**src/rtl/seg_pkg.sv**
```systemverilog
// rtl/seg_pkg.sv - shared segment bit order, hex glyph table and scan phase type
package seg_pkg;

    localparam int SEG_W = 7;

    localparam int SEG_A = 0;
    localparam int SEG_B = 1;
    localparam int SEG_C = 2;
    localparam int SEG_D = 3;
    localparam int SEG_E = 4;
    localparam int SEG_F = 5;
    localparam int SEG_G = 6;

    typedef enum logic {
        BLANK = 1'b0,
        DRIVE = 1'b1
    } phase_t;

    // Active-high glyphs, bit SEG_x set means segment x lit; index is the nibble.
    localparam logic [SEG_W-1:0] HEX_GLYPH [16] = '{
        7'h3F, 7'h06, 7'h5B, 7'h4F,
        7'h66, 7'h6D, 7'h7D, 7'h07,
        7'h7F, 7'h6F, 7'h77, 7'h7C,
        7'h39, 7'h5E, 7'h79, 7'h71
    };

endpackage

```
**src/rtl/hex_to_seg.sv**
```systemverilog
// rtl/hex_to_seg.sv - combinational hex nibble to active-high 7-segment glyph
module hex_to_seg
    import seg_pkg::*;
(
    input  logic [3:0]       i_hex,
    output logic [SEG_W-1:0] o_seg
);

    assign o_seg = HEX_GLYPH[i_hex];

endmodule

```
**src/rtl/multi_digit_scanner.sv**
```systemverilog
// rtl/multi_digit_scanner.sv - time-multiplexed hex display scanner with per-slot blanking
module multi_digit_scanner
    import seg_pkg::*;
#(
    parameter int NUM_DIGITS   = 4,
    parameter int SLOT_CYCLES  = 48000,
    parameter int BLANK_CYCLES = 480,
    parameter int ACTIVE_LOW   = 1
)(
    input  logic                    clk,
    input  logic                    reset,
    input  logic [4*NUM_DIGITS-1:0] digits,
    input  logic [NUM_DIGITS-1:0]   digit_en,
    input  logic [NUM_DIGITS-1:0]   dp,
    output logic [SEG_W-1:0]        seg,
    output logic                    seg_dp,
    output logic [NUM_DIGITS-1:0]   an,
    output logic                    frame_tick
);

    localparam int              CW        = $clog2(SLOT_CYCLES);
    localparam int              IW        = (NUM_DIGITS > 1) ? $clog2(NUM_DIGITS) : 1;
    localparam logic [CW-1:0]   SLOT_LAST = CW'(SLOT_CYCLES - 1);
    localparam logic [CW:0]     BLANK_LEN = (CW + 1)'(BLANK_CYCLES);
    localparam logic [IW-1:0]   IDX_LAST  = IW'(NUM_DIGITS - 1);
    localparam logic            POL       = (ACTIVE_LOW != 0);

    logic [CW-1:0]         r_slot_cnt;
    logic [IW-1:0]         r_idx;
    logic [3:0]            r_nib;
    logic                  r_dp;
    logic                  r_en;
    logic                  r_fresh;
    logic [SEG_W-1:0]      r_seg;
    logic                  r_seg_dp;
    logic [NUM_DIGITS-1:0] r_an;
    logic                  r_frame_tick;

    logic                  w_wrap;
    logic [IW-1:0]         w_next_idx;
    logic [3:0]            w_in_nib;
    logic                  w_in_dp;
    logic                  w_in_en;
    logic [3:0]            w_cur_nib;
    logic                  w_cur_dp;
    logic                  w_cur_en;
    phase_t                w_phase;
    logic                  w_lit;
    logic [SEG_W-1:0]      w_glyph;
    logic [NUM_DIGITS-1:0] w_an_act;

    assign w_wrap = (r_slot_cnt == SLOT_LAST);

    always_comb begin
        w_next_idx = r_idx;
        if (w_wrap) begin
            w_next_idx = (r_idx == IDX_LAST) ? '0 : r_idx + 1'b1;
        end
    end

    always_comb begin
        w_in_nib = digits[3:0];
        w_in_dp  = dp[0];
        w_in_en  = digit_en[0];
        for (int i = 1; i < NUM_DIGITS; i++) begin
            if (w_next_idx == IW'(i)) begin
                w_in_nib = digits[4*i +: 4];
                w_in_dp  = dp[i];
                w_in_en  = digit_en[i];
            end
        end
    end

    // The first slot after reset latches at its own end, so it drives from the live inputs.
    assign w_cur_nib = r_fresh ? w_in_nib : r_nib;
    assign w_cur_dp  = r_fresh ? w_in_dp  : r_dp;
    assign w_cur_en  = r_fresh ? w_in_en  : r_en;

    assign w_phase = ({1'b0, r_slot_cnt} < BLANK_LEN) ? BLANK : DRIVE;
    assign w_lit   = (w_phase == DRIVE) && w_cur_en;

    hex_to_seg u_hex_to_seg (
        .i_hex (w_cur_nib),
        .o_seg (w_glyph)
    );

    always_comb begin
        w_an_act = '0;
        for (int i = 0; i < NUM_DIGITS; i++) begin
            w_an_act[i] = w_lit && (r_idx == IW'(i));
        end
    end

    always_ff @(posedge clk) begin
        if (reset) begin
            r_slot_cnt <= '0;
            r_idx      <= '0;
            r_fresh    <= 1'b1;
            r_nib      <= '0;
            r_dp       <= 1'b0;
            r_en       <= 1'b0;
        end else begin
            r_slot_cnt <= w_wrap ? '0 : r_slot_cnt + 1'b1;
            r_idx      <= w_next_idx;
            r_fresh    <= 1'b0;
            if (w_wrap || r_fresh) begin
                r_nib <= w_in_nib;
                r_dp  <= w_in_dp;
                r_en  <= w_in_en;
            end
        end
    end

    always_ff @(posedge clk) begin
        if (reset) begin
            r_an         <= {NUM_DIGITS{POL}};
            r_seg        <= {SEG_W{POL}};
            r_seg_dp     <= POL;
            r_frame_tick <= 1'b0;
        end else begin
            r_an         <= w_an_act ^ {NUM_DIGITS{POL}};
            r_seg        <= (w_lit ? w_glyph : '0) ^ {SEG_W{POL}};
            r_seg_dp     <= (w_lit & w_cur_dp) ^ POL;
            r_frame_tick <= (r_idx == '0) && (r_slot_cnt == '0);
        end
    end

    assign an         = r_an;
    assign seg        = r_seg;
    assign seg_dp     = r_seg_dp;
    assign frame_tick = r_frame_tick;

endmodule

```
**config.mk**
```make
export PLATFORM = sky130hd
export DESIGN_NAME = multi_digit_scanner
export DESIGN_NICKNAME = d
export VERILOG_FILES = /design/src/rtl/seg_pkg.sv /design/src/rtl/hex_to_seg.sv /design/src/rtl/multi_digit_scanner.sv
export SDC_FILE = /design/constraint.sdc
export NUM_CORES = 1
export LEC_CHECK = 0
export CORE_ASPECT_RATIO = 0.75
export CORE_MARGIN = 2
export CORE_UTILIZATION = 35
export DETAILED_ROUTE_END_ITERATION = 8
export PLACE_DENSITY = 0.59
export SKIP_CTS_REPAIR_TIMING = 1
export SLEW_MARGIN = 40
export SYNTH_ARGS = -nofsm -noshare
export SYNTH_HDL_FRONTEND = slang
export SYNTH_SLANG_ARGS = --single-unit
```
**constraint.sdc**
```tcl
create_clock -name clk -period 7.8 [get_ports clk]
set_clock_uncertainty 0.15 [all_clocks]
set_input_delay 1.56 -clock clk [delete_from_list [all_inputs] [get_ports clk]]
set_output_delay 1.56 -clock clk [all_outputs]
set_load 0.05 [all_outputs]
```
==> flow_summary.yaml, run 1 <==
global_route:
  combined_global_route_utilization_of_all_metal_layers_pct: 14.31
  globalRoute.totalOverflow: 0
  vias_in_the_first_global_route: 1588
  grt_start_max_net_pins: 16
  grt_antenna_before_repair: 0
  grt_pass1_wl_um: 7438
detailed_routing:
  dr_total_vias: 1709
  initialDrtViolationCount: 94
  routed_wire_length_per_instance_um: 12.94
  drt_first_pass_iters: 5
  routed_via_density: 4.968
  ant_nets: 0
  route.final.wire_length_um: 4451
  drt_drc_violations_left: 0
worst_setup_path:
  critical_path.max_stage_delay_ps: 700
  crit_required_ps: 7800
  worst-endpoint-arrival_ps: 3710
  setup.worst_path.end: "seg[3]"
  regToRegSetupSlack_ps: 4090
  endpoint_of_the_worst_slack_reg_to_reg_timing_path: "seg[3]"
  critical_path.top_delay_family: "simple AND/OR/NAND/NOR gates"
  worst-path-stages: 12
  worstSetupStartpointType: "flop"
  crit_fanout: 11
  critical_path.n_buffers_inverters: 1
  startpoint: "r_slot_cnt[0]"
  ff2ff_path_depth: 12
  crit_slowest_cell: "or4_1"
  critical_path.most_common_cell: "ha_1"
  path_class: "reg2reg"
  critical_path.cell_chain: "ha_1 -> nand4_4 -> or4_1 -> mux2_4 -> nand2_1 -> a32oi_1 -> mux2i_1 -> inv_1 -> ha_1 -> and2_1 -> a211oi_1 -> o21ai_1"
  crit-reg2reg-launch: "r_slot_cnt[0]"
  worstSetupEndpointType: "flop"
power:
  power.internal_uw: 318.2
  power_density_relative_to_cell_area_nw_per_um2: 159.1
  net-switching-power_uw: 101.5
  pwr-share-seq_pct: 47.9
  cellLeakagePower_nw: 1.001
  combinationalPowerShare_pct: 12.6
  max-vdd-ir-drop_mv: 0.06595
  p_sw_share_pct: 24.19
  p_clk_share_pct: 39.5
  fin_total_pwr_uw: 419.8
synthesis:
  synth_common_cells: "38 x dfxtp_1, 34 x nor2_1, 19 x nand2_1"
  synth_warnings: 0
  synth_area_per_cell_um2: 9.179
  synth_seq_area_share_pct: 36.19
  synth_most_common_cell: "dfxtp_1"
  post-synth-top-area-cell: "dfxtp_1"
  syn_nets: 267
  synth-async-reset-ratio_pct: 0
  yosys-top-cells-area: "dfxtp_1 36%, mux2i_1 8.1%, ha_1 7.1%, nor2_1 6.1%, xor2_1 3.8%"
  ys_dominant_reg_cell: "dfxtp_1"
  netlist-cell-type-count: 47
  number_of_enable_flip_flop_cells_after_synthesis: 0
  syn_area_um2: 2102
  synthDominantCellAreaShare_pct: 36.19
  ys_seq_elements: 38
  syn-instance-count: 229
timing:
  timing.final.ws_setup_ps: 4092
  minimum_period_implied_by_the_final_worst_setup_slack_ps: 3708
  rsz0062_at_grt: "no"
  final-setup-viol-count: 0
  final-hold-violation-count: 0
  final_min_period_over_clock_period_pct: 47.54
  setup_tns_ps: 0
  worst_slew_pin_slew_ps: 831.7
  clock.fmax_mhz: 269.7
  timing.max_slew.rel_slack_pct: 44.04
  final_max_slew_viol_count: 0
outcome:
  result_of_the_run: "complete, no violations"
floorplanning:
  io-pin-count: 39
  starting_utilization_of_the_core_area_pct: 36.27
  fp.dieH_um: 71.12
  floorplan.die_area_um2: 6648
  core_um2: 5796
  die_width_um: 93.49
  placementRows: 24
clocking:
  ctsLongestPathBuffers: 2
  cts_tree: "done"
  clk_pin_slew_worst_paths_ps: 80
  insertion_delay_to_the_later_sink_of_the_worst_skew_pair_ps: 290
  clock-sinks: 38
  root_buffer: "clkbuf_8"
  cts_max_level: 2
  tritoncts.num_buffers: 5
final_layout:
  count_of_fill_cells_added_during_filler_insertion: 585
  postLayoutCoreUtil_pct: 45.53
  antenna-diode-count: 0
  design.final.nets: 303
  area_growth_pct: 25.54
  drive_above_1_share_pct: 9.023
job:
  cap_viol_max_count: 0
placement:
  place.port_buffers: 38
  gp_congestion: 0.7946
  place.detailed.hpwl_um: 3297
  dpl_worst_slack_ps: 3909
hold_path:
  hold_start: "r_slot_cnt[0]"
  hold_path.class: "reg2reg"
power groups by stage:
stage	clock network, mW	logic (mW)	registers, mW
floorplan	0	0.0314	0.206
global placement	0	0.0520	0.206
detailed placement	0	0.0529	0.206
CTS	0.171	0.0532	0.201
global route	0.180	0.0584	0.202
finish	0.166	0.0528	0.201
cell families (layout without fill, tap and decap cells):
group                      Yosys count  in the layout  synth area share (%)
and+or+nand+nor                     88             88                 21.31
muxes                               21             21                 10.95
adders and majority gates           12             12                 7.143
DFF                                 38             38                 36.19
buffers and inverters               24             61                 5.773
xor gates and xnor gates            13             13                 5.417
AOI/OAI and AO/OA                   33             33                 13.21
sequential cells by signal, indices dropped and copies added, names as in the netlist:
| name | flops |
|---|---|
| frame_tick | 1 |
| r_fresh | 1 |
| seg | 7 |
| r_slot_cnt | 16 |
| r_idx | 2 |
| seg_dp | 1 |
| r_dp | 1 |
| r_en | 1 |
| r_nib | 4 |
| an | 4 |
metrics by stage:
step / std cells / hold slack, ps / area, um2
2_1_floorplan: 229 / 280.0 / 2102
3_3_place_gp: 336 / 299.0 / 2522
3_5_place_dp: 336 / 312.2 / 2530
4_1_cts: 344 / 331.3 / 2639
5_1_grt: 344 / 376.8 / 2639
6_report: 344 / 325.9 / 2639
cells in the final DEF (no fill, tap or decap), types with 5 or more instances in the layout:
master / count
dfxtp_1: 38
clkdlybuf4s50_1: 38
xor2_1: 9
nor2_1: 34
clkbuf_8: 5
nand3_1: 8
mux2i_1: 17
nand2_1: 19
a211oi_1: 5
ha_1: 12
inv_1: 12
a21oi_1: 10
routing by layer:
metal | routed length (um) | part of all wire (%) | GRT usage [%] | vias to the layer above
li1 | - | - | - | 878
met1 | 2294 | 52 | 20.50 | 775
met2 | 1850 | 42 | 20.86 | 50
met3 | 256 | 5.8 | 3.834 | 6
met4 | 49 | 1.1 | 4.739 | 0
met5 | 0 | 0 | 0 | -
worst min path at each step:
| stage | to | slack [ps] | cells past startpoint |
|---|---|---|---|
| after floorplan | r_slot_cnt[0] | 280 | 1 |
| after global placement | r_slot_cnt[0] | 300 | 1 |
| after detailed placement | r_slot_cnt[0] | 310 | 1 |
| after CTS | r_slot_cnt[0] | 330 | 1 |
| after global routing | r_slot_cnt[0] | 380 | 1 |
| final | r_slot_cnt[0] | 330 | 1 |
cell type report:
class,count,area [um2],share of cell area (%)
multi-input cells,167,1227,46.52
flip-flops and latches,38,760.7,28.83
repair buffers,40,395.4,14.98
well taps,78,97.59,3.698
clock buffers,5,68.82,2.608
inverters,13,48.80,1.849
clock inverters,3,40.04,1.517
No activity file was read; power rests on OpenSTA's default activity.
==> run 2, diff against run 1 <==
clock period = 3.5 ns   (was 7.8 ns; I/O delays follow)
==> run 2 against run 1 <==
  * Cell count rose by 2.0%
  * Highest routed layer unchanged
  * Critical endpoint unchanged
  * Critical path type unchanged
  * Utilization up 1.1 points
  * Maximum frequency rose by 15%
==> flow_summary.yaml, run 2 (synthesis gave the netlist of run 1 again) <==
placement:
  place.detailed.hpwl_um: 3327
  gp_congestion: 0.8428
  place.port_buffers: 38
final_layout:
  largest_reg_flops: 16
  count_of_fill_cells_added_during_filler_insertion: 563
  drive_above_1_share_pct: 12.09
  design.final.nets: 311
  area_growth_pct: 28.69
  max_flop_register: "r_slot_cnt"
  most_frequent_cells_in_the_layout: "38 x dfxtp_1, 38 x clkdlybuf4s50_1, 34 x nor2_1, 19 x nand2_1, 17 x mux2i_1"
  antenna-diode-count: 0
global_route:
  grt_met3_use_pct: 3.301
  global_route.usage.met2_pct: 18.55
  combined_global_route_utilization_of_all_metal_layers_pct: 14.16
  grt_start_max_net_pins: 16
  globalRoute.totalOverflow: 0
  met1_usage_pct: 22.42
  grt_pass1_wl_um: 7389
  busiest_layer: "met1"
  vias_in_the_first_global_route: 1526
  grt_antenna_before_repair: 0
timing:
  timing.max_slew.rel_slack_pct: 52.19
  final_min_period_over_clock_period_pct: 92.44
  clock.fmax_mhz: 309.1
  minimum_period_implied_by_the_final_worst_setup_slack_ps: 3235
  final_max_slew_viol_count: 0
  final-setup-viol-count: 0
  rsz0062_at_grt: "no"
  hold_ws_ps: 317.0
  worst_slew_pin_slew_ps: 714.5
  final-hold-violation-count: 0
  setup_tns_ps: 0
worst_setup_path:
  critical_path.max_stage_delay_ps: 620
  crit_slowest_cell: "or4_4"
  worstSetupStartpointType: "flop"
  worst-endpoint-arrival_ps: 3260
  worstSetupEndpointType: "flop"
  critical_path.top_delay_family: "simple AND/OR/NAND/NOR gates"
  critical_path.cell_chain: "ha_2 -> nand4_4 -> or4_4 -> mux2i_4 -> nand2_1 -> a32oi_1 -> mux2_4 -> inv_1 -> ha_1 -> and2_1 -> a211oi_1 -> o21ai_1"
  crit_required_ps: 3520
  critical_path.n_buffers_inverters: 1
  crit_fanout: 7
  path_class: "reg2reg"
detailed_routing:
  ant_nets: 0
  initialDrtViolationCount: 53
  routed_wire_length_per_instance_um: 12.55
  dr_total_vias: 1713
  drt_first_pass_iters: 4
  routed_via_density: 4.880
  drt_drc_violations_left: 0
  route.final.wire_length_um: 4404
floorplanning:
  placementRows: 24
  starting_utilization_of_the_core_area_pct: 36.27
  core_um2: 5796
  die_width_um: 93.49
  floorplan.die_area_um2: 6648
  fp.dieH_um: 71.12
  io-pin-count: 39
clocking:
  tritoncts.num_buffers: 5
  cts_max_level: 2
  cts_tree: "done"
  insertion_delay_to_the_later_sink_of_the_worst_skew_pair_ps: 290
  clock-sinks: 38
  ctsLongestPathBuffers: 2
  clk_pin_slew_worst_paths_ps: 70
  root_buffer: "clkbuf_8"
power:
  max-vdd-ir-drop_mv: 0.1842
  power_density_relative_to_cell_area_nw_per_um2: 351.6
  cellLeakagePower_nw: 1.043
outcome:
  result_of_the_run: "complete, no violations"
hold_path:
  hold_path.class: "reg2reg"
job:
  cap_viol_max_count: 0
[run 2: where the power goes]
| part | switching (mW) | internal, mW |
|---|---|---|
| clock network | 0.152 | 0.228 |
| logic | 0.0597 | 0.0622 |
| registers | 0.00817 | 0.441 |
| total | 0.220 | 0.731 |
[run 2: worst paths after layout]
| check | from | endpoint | slack [ps] | cells past startpoint |
|---|---|---|---|---|
| worst max-delay path | r_slot_cnt[0] | seg[3] | 260 | 12 |
| worst min-delay path | r_slot_cnt[0] | r_slot_cnt[0] | 320 | 1 |
| worst max register to register | r_slot_cnt[0] | seg[3] | 260 | 12 |
| worst min register to register | r_slot_cnt[0] | r_slot_cnt[0] | 320 | 1 |
[run 2: metrics by stage]
step                power, mW  util, %  area, um2  setup slack (ps)  cells
CTS                    0.9609    46.50       2695             65.92    351
global route           0.9980    46.68       2705             38.88    351
global placement       0.5810    44.56       2582             197.1    344
floorplan              0.5302        -       2102             96.60    229
finish                 0.9511    46.68       2705             264.7    351
detailed placement     0.5795    44.56       2582             90.72    344
[run 2: area by class of cell]
class | instances | area, um2 | share of cell area [%]
Multi-Input combinational cell | 167 | 1230 | 45.47
Sequential cell | 38 | 760.7 | 28.12
Timing Repair Buffer | 48 | 455.4 | 16.84
Clock inverter | 1 | 30.03 | 1.110
Tap cell | 78 | 97.59 | 3.608
Inverter | 13 | 48.80 | 1.804
Clock buffer | 6 | 82.58 | 3.053
[run 2: per-layer routing]
| layer | part of all wire, % | vias up |
|---|---|---|
| met4 | 1.0 | 0 |
| met3 | 5.7 | 5 |
| met5 | 0 | - |
| met2 | 38 | 48 |
| li1 | - | 892 |
| met1 | 56 | 768 |
==> run 3, diff against run 2 <==
TNS_END_PERCENT = 1   (was not set)
==> results of run 3 <==
No change in the layout: final DEF, timing and power equal those of run 2.
